File: config.mk
export PLATFORM = sky130hd
export DESIGN_NAME = usr_deserializer
export DESIGN_NICKNAME = d
export VERILOG_FILES = /design/src/rtl/usr_deserializer.sv
export SDC_FILE = /design/constraint.sdc
export NUM_CORES = 1
export LEC_CHECK = 0
export CORE_AREA = 2 2 66 68
export CTS_CLUSTER_SIZE = 16
export DETAILED_ROUTE_END_ITERATION = 12
export DIE_AREA = 0 0 68 70
export GPL_TIMING_DRIVEN = 0
export PLACE_DENSITY_LB_ADDON = 0.25
export SYNTH_ARGS = -nofsm -noshare
export SYNTH_HDL_FRONTEND = slang
export SYNTH_SLANG_ARGS = --single-unit
File: constraint.sdc
create_clock -name clk -period 1.41 [get_ports clk]
set_input_delay 0.3525 -clock clk [delete_from_list [all_inputs] [get_ports clk]]
set_output_delay 0.3525 -clock clk [all_outputs]
set_load 0.02 [all_outputs]
File: src/rtl/usr_deserializer.sv
// ---------------------------------------------------------------------------
// usr_deserializer
//
// Serial-to-parallel receiver. It collects framed serial bit streams into
// WIDTH-bit words, either LSB-first or MSB-first. Each completed word is
// placed in a single-entry holding register and offered to the consumer
// through a valid/ready handshake. A word that completes while the holding
// register is full and is not being drained is dropped, and this sets a
// sticky overrun flag.
//
// Ports:
//   clk        rising-edge clock
//   rst        asynchronous, active-high reset
//   ena        input-side enable; when low, start/ser_valid are ignored
//   start      frame start pulse; restarts the bit counter
//   dir        bit order, sampled together with start (0 LSB-first, 1 MSB-first)
//   ser_in     serial data bit
//   ser_valid  ser_in is valid this cycle
//   out_ready  consumer accepts par_out
//   ovr_clr    clears the overrun flag
//   par_out    received word (holding register)
//   out_valid  par_out holds an unconsumed word
//   busy       a frame is being received
//   overrun    sticky: a completed word was dropped
// ---------------------------------------------------------------------------
module usr_deserializer #(
    parameter int WIDTH = 8
) (
    input  logic             clk,
    input  logic             rst,
    input  logic             ena,
    input  logic             start,
    input  logic             dir,
    input  logic             ser_in,
    input  logic             ser_valid,
    input  logic             out_ready,
    input  logic             ovr_clr,
    output logic [WIDTH-1:0] par_out,
    output logic             out_valid,
    output logic             busy,
    output logic             overrun
);

    localparam int CW = $clog2(WIDTH + 1);
    localparam logic [CW-1:0] LAST_BIT = CW'(WIDTH - 1);

    typedef enum logic {
        IDLE = 1'b0,
        RECV = 1'b1
    } state_t;

    state_t           state_q, state_d;
    logic [CW-1:0]    cnt_q, cnt_d;
    logic [WIDTH-1:0] asm_q, asm_d;
    logic             dir_q, dir_d;
    logic [WIDTH-1:0] par_q, par_d;
    logic             valid_q, valid_d;
    logic             busy_q, busy_d;
    logic             ovr_q, ovr_d;
    logic             done;
    logic             drop;

    // Shifting towards index 0 for LSB-first leaves the first bit at index 0
    // once WIDTH bits have arrived; shifting towards the MSB for MSB-first
    // leaves the first bit at index WIDTH-1.
    function automatic logic [WIDTH-1:0] shiftIn(input logic [WIDTH-1:0] word,
                                                 input logic msbFirst,
                                                 input logic bitIn);
        if (msbFirst) begin
            return {word[WIDTH-2:0], bitIn};
        end
        return {bitIn, word[WIDTH-1:1]};
    endfunction

    // Receive side: start always wins and restarts the frame; a ser_valid in
    // the same cycle becomes bit 0 of the new frame. The WIDTH-th bit
    // completes the word and returns the FSM to IDLE.
    always_comb begin
        state_d = state_q;
        cnt_d   = cnt_q;
        asm_d   = asm_q;
        dir_d   = dir_q;
        done    = 1'b0;
        if (ena) begin
            if (start) begin
                state_d = RECV;
                dir_d   = dir;
                cnt_d   = '0;
                asm_d   = '0;
                if (ser_valid) begin
                    asm_d = shiftIn('0, dir, ser_in);
                    cnt_d = CW'(1);
                end
            end else if (state_q == RECV && ser_valid) begin
                asm_d = shiftIn(asm_q, dir_q, ser_in);
                if (cnt_q == LAST_BIT) begin
                    done    = 1'b1;
                    state_d = IDLE;
                    cnt_d   = '0;
                end else begin
                    cnt_d = cnt_q + CW'(1);
                end
            end
        end
    end

    // Output side: a completed word goes into the holding register if it is
    // empty or being drained on this same edge; otherwise it is dropped and
    // overrun is set. Setting overrun takes priority over clearing it.
    always_comb begin
        par_d   = par_q;
        valid_d = valid_q;
        drop    = 1'b0;
        if (done) begin
            if (!valid_q || out_ready) begin
                par_d   = asm_d;
                valid_d = 1'b1;
            end else begin
                drop = 1'b1;
            end
        end else if (valid_q && out_ready) begin
            valid_d = 1'b0;
        end
        ovr_d = ovr_q;
        if (ovr_clr) begin
            ovr_d = 1'b0;
        end
        if (drop) begin
            ovr_d = 1'b1;
        end
        busy_d = (state_d == RECV);
    end

    always_ff @(posedge clk or posedge rst) begin
        if (rst) begin
            state_q <= IDLE;
            cnt_q   <= '0;
            asm_q   <= '0;
            dir_q   <= 1'b0;
            par_q   <= '0;
            valid_q <= 1'b0;
            busy_q  <= 1'b0;
            ovr_q   <= 1'b0;
        end else begin
            state_q <= state_d;
            cnt_q   <= cnt_d;
            asm_q   <= asm_d;
            dir_q   <= dir_d;
            par_q   <= par_d;
            valid_q <= valid_d;
            busy_q  <= busy_d;
            ovr_q   <= ovr_d;
        end
    end

    assign par_out   = par_q;
    assign out_valid = valid_q;
    assign busy      = busy_q;
    assign overrun   = ovr_q;

endmodule

==> flow_metrics.py <==
metrics = {
    "sta": {
        "hold_viol_final": 0,
        "timing_max_transition_violations_final": 0,
        "maximum_operating_frequency_mhz": 668,
        "setup_repair_after_global_routing_missed_its_margin": "yes",
        "period_share_pct": 106,
        "final-setup-viol-count": 3,
        "max_slew_margin_pct": 63.3,
        "final.min_clock_period_ns": 1.50,
        "worst_slew_pin_slew_ns": 0.549,
        "finalClockSkew_ns": 0.00919,
        "timing.hold.ws_ns": 0.450,
        "timing.final.ws_setup_ns": -0.0864,
    },
    "cells_and_area": {
        "final_cell_mix": "sky130_fd_sc_hd__dfrtp_1 (23), sky130_fd_sc_hd__nand2_1 (17), sky130_fd_sc_hd__dlygate4sd2_1 (12)",
        "drive_above_1_share_pct": 23.8,
        "layout.cells.most_common": "sky130_fd_sc_hd__dfrtp_1",
        "antenna_cells_inserted": 0,
        "flow.area_growth_from_synthesis_pct": 32.7,
        "num-nets-final": 154,
    },
    "clock_tree": {
        "worstSkewPairLatency_ns": 0.27,
        "clock-root-buffer": "sky130_fd_sc_hd__clkbuf_8",
        "cts_max_level": 1,
        "clock_sink_count": 24,
        "cts.reportedPaths.clkPinSlew_ns": 0.09,
        "ctsLongestPathBuffers": 2,
        "tritoncts.num_buffers": 3,
        "holdBufCountCts": 0,
        "clock_tree_from_tritoncts": "yes",
    },
    "synthesis": {
        "ys_warn_count": 0,
        "post-synth-top-area-cell": "sky130_fd_sc_hd__dfrtp_1",
        "synth_nets": 126,
        "async_reset_ff_share_pct": 100,
        "synth_edf_count": 0,
        "synthDominantCellAreaShare_pct": 51.0,
        "synth_area_um2": 1180,
        "synth.lib_cells_used.distinct": 31,
        "synth.top_cells.by_area": "sky130_fd_sc_hd__dfrtp_1 (51%), sky130_fd_sc_hd__a31oi_1 (6.9%), sky130_fd_sc_hd__nand2_1 (5.7%)",
        "ys_dominant_reg_cell": "sky130_fd_sc_hd__dfrtp_1",
        "syn_area_per_cell_um2": 10.1,
        "synth_seq_area_share_pct": 51.0,
        "synth_seq_cells": 24,
        "synthesis.instances": 116,
    },
    "setup_path": {
        "cp.arrival_ns": 1.70,
        "crit_type": "reg -> reg",
        "r2r_cells": 5,
        "r2r-end": "cnt_q[3]",
        "crit_path_end_kind": "flip-flop",
        "worstPathRequired_ns": 1.62,
        "worstSetupStartpointType": "flip-flop",
        "critical_path.startpoint": "cnt_q[0]",
        "rr_startpoint": "cnt_q[0]",
        "worstPathMaxFanout": 3,
        "rrSetupSlack_ns": -0.09,
    },
    "die": {
        "core-area_um2": 4140,
        "num_rows": 24,
        "io-pin-count": 20,
        "die_wd_um": 68,
        "initial_utilization_pct": 28.4,
        "die_area_um2": 4760,
        "dieHeight_um": 70,
    },
    "drt": {
        "post_detailed_route_count_of_antenna_violating_nets": 0,
        "vias_per_cell": 5.04,
        "detail_route.iter0.violations": 57,
        "route.final.wire_length_um": 2730,
        "drc": 0,
        "drtPass1Iterations": 4,
        "vias": 982,
        "wire_per_inst_um": 14.0,
    },
    "pwr": {
        "power.share.sequential_pct": 51.9,
        "peakVddDrop_mv": 0.282,
        "combinationalPowerShare_pct": 14.4,
        "power.total_mw": 1.41,
        "total_leakage_power_nw": 0.781,
        "pwr-share-clk_pct": 33.6,
        "p_int_mw": 1.06,
        "power.switching_uw": 347,
        "swShare_pct": 24.6,
        "power-per-cell-area_nw_per_um2": 902,
    },
    "run_status": {
        "run_status": "finished with violations",
        "violations_in_the_final_reports": "setup timing",
    },
    "hold_path": {
        "hold_path_end": "cnt_q[0]",
        "hold_path_startpoint": "ser_valid",
        "hold-path-cell-count": 2,
        "hold_class": "in -> reg",
    },
    "grt": {
        "grt_use_total_pct": 12.8,
        "grt_antenna_before_repair": 0,
        "globalRouteOverflowTotal": 0,
        "first_global_vias": 1003,
        "grt_max_degree": 25,
        "grt_pass1_wl_um": 4700,
    },
    "placed_design": {
        "routabilityCongestion": 0.787,
        "dpl.hpwl_um": 1920,
        "port_buffers": 18,
    },
    "run": {
        "max-cap-violations": 0,
    },
}
[synthesized netlist by cell type, drive strengths merged (2+ instances only)]
cell type,instances
nand3,2
mux2i,2
mux2,6
a31oi,13
o22a,2
buf,6
a22o,3
o21ai,10
and3,2
nor2,3
dfrtp,24
clkbuf,3
nand2b,3
nand2,18
inv,4
a221o,2
[routing by layer]
layer / track usage [%] / wire length (um)
met5: 0 / 0
met4: 6.00 / 15
met2: 19.3 / 1290
met3: 2.25 / 149
met1: 17.6 / 1280
[worst max-delay path, stage by stage (launching register included)]
cell                      delay (ns)
sky130_fd_sc_hd__dfrtp_1        0.41
sky130_fd_sc_hd__ha_2           0.19
sky130_fd_sc_hd__and3b_4        0.18
sky130_fd_sc_hd__buf_8          0.12
sky130_fd_sc_hd__or4_4          0.41
sky130_fd_sc_hd__o21ai_2        0.13
[worst max path at each step]
stage                      end  slack [ns]
floorplan             cnt_q[3]       -0.04
global placement    par_out[1]       -0.48
detailed placement  par_out[1]       -0.51
CTS                   cnt_q[3]       -0.08
global route          cnt_q[3]       -0.14
finish                cnt_q[3]       -0.09
[stage by stage]
step                      worst slack [ns]  area [um^2]  TNS, ns  util [%]  cells
after floorplan                    -0.0380         1180  -0.0380         -    116
after global placement              -0.480         1430   -11.54      34.4    186
after detailed placement            -0.506         1430   -12.41      34.4    186
after CTS                          -0.0821         1530  -0.0821      36.9    194
after global routing                -0.138         1560   -0.376      37.7    195
final                              -0.0864         1560  -0.0906      37.7    195
[sequential cells by signal (all words and copies together), names as in the netlist]
register   flops
asm_q          8
par_out        8
cnt_q          4
busy           1
dir_q          1
out_valid      1
overrun        1
[logic make-up after synthesis]
| group | Yosys count | share of synthesized area [%] |
|---|---|---|
| AOI/OAI and AO/OA | 36 | 20.4 |
| adders and majority gates | 1 | 1.06 |
| buffers and inverters | 13 | 5.31 |
| DFF | 24 | 51.0 |
| muxes | 8 | 7.44 |
| and+or+nand+nor | 34 | 14.8 |
[power groups by stage]
stage / sequential [mW] / combinational, mW / clock [mW]
after floorplan: 0.750 / 0.112 / 0
after global placement: 0.749 / 0.172 / 0
after detailed placement: 0.750 / 0.177 / 0
after CTS: 0.731 / 0.195 / 0.484
after global routing: 0.735 / 0.226 / 0.523
final: 0.732 / 0.204 / 0.474
[cell type report]
cell class | count | area [um^2]
sequential | 24 | 602
tap | 52 | 65.1
multi-input combinational | 79 | 552
fill | 430 | 2580
buffer | 9 | 72.6
clock buffer | 4 | 55.1
timing repair buffer | 23 | 198
inverter | 4 | 18.8
[timing repair]
action,4_1_cts,5_1_grt
resized for setup,31,6
endpoints found under the setup margin,30,12
pin swaps,4,6
buffers inserted,4,1
endpoints found under the hold margin,0,0
(Power assumes the default switching activity.)
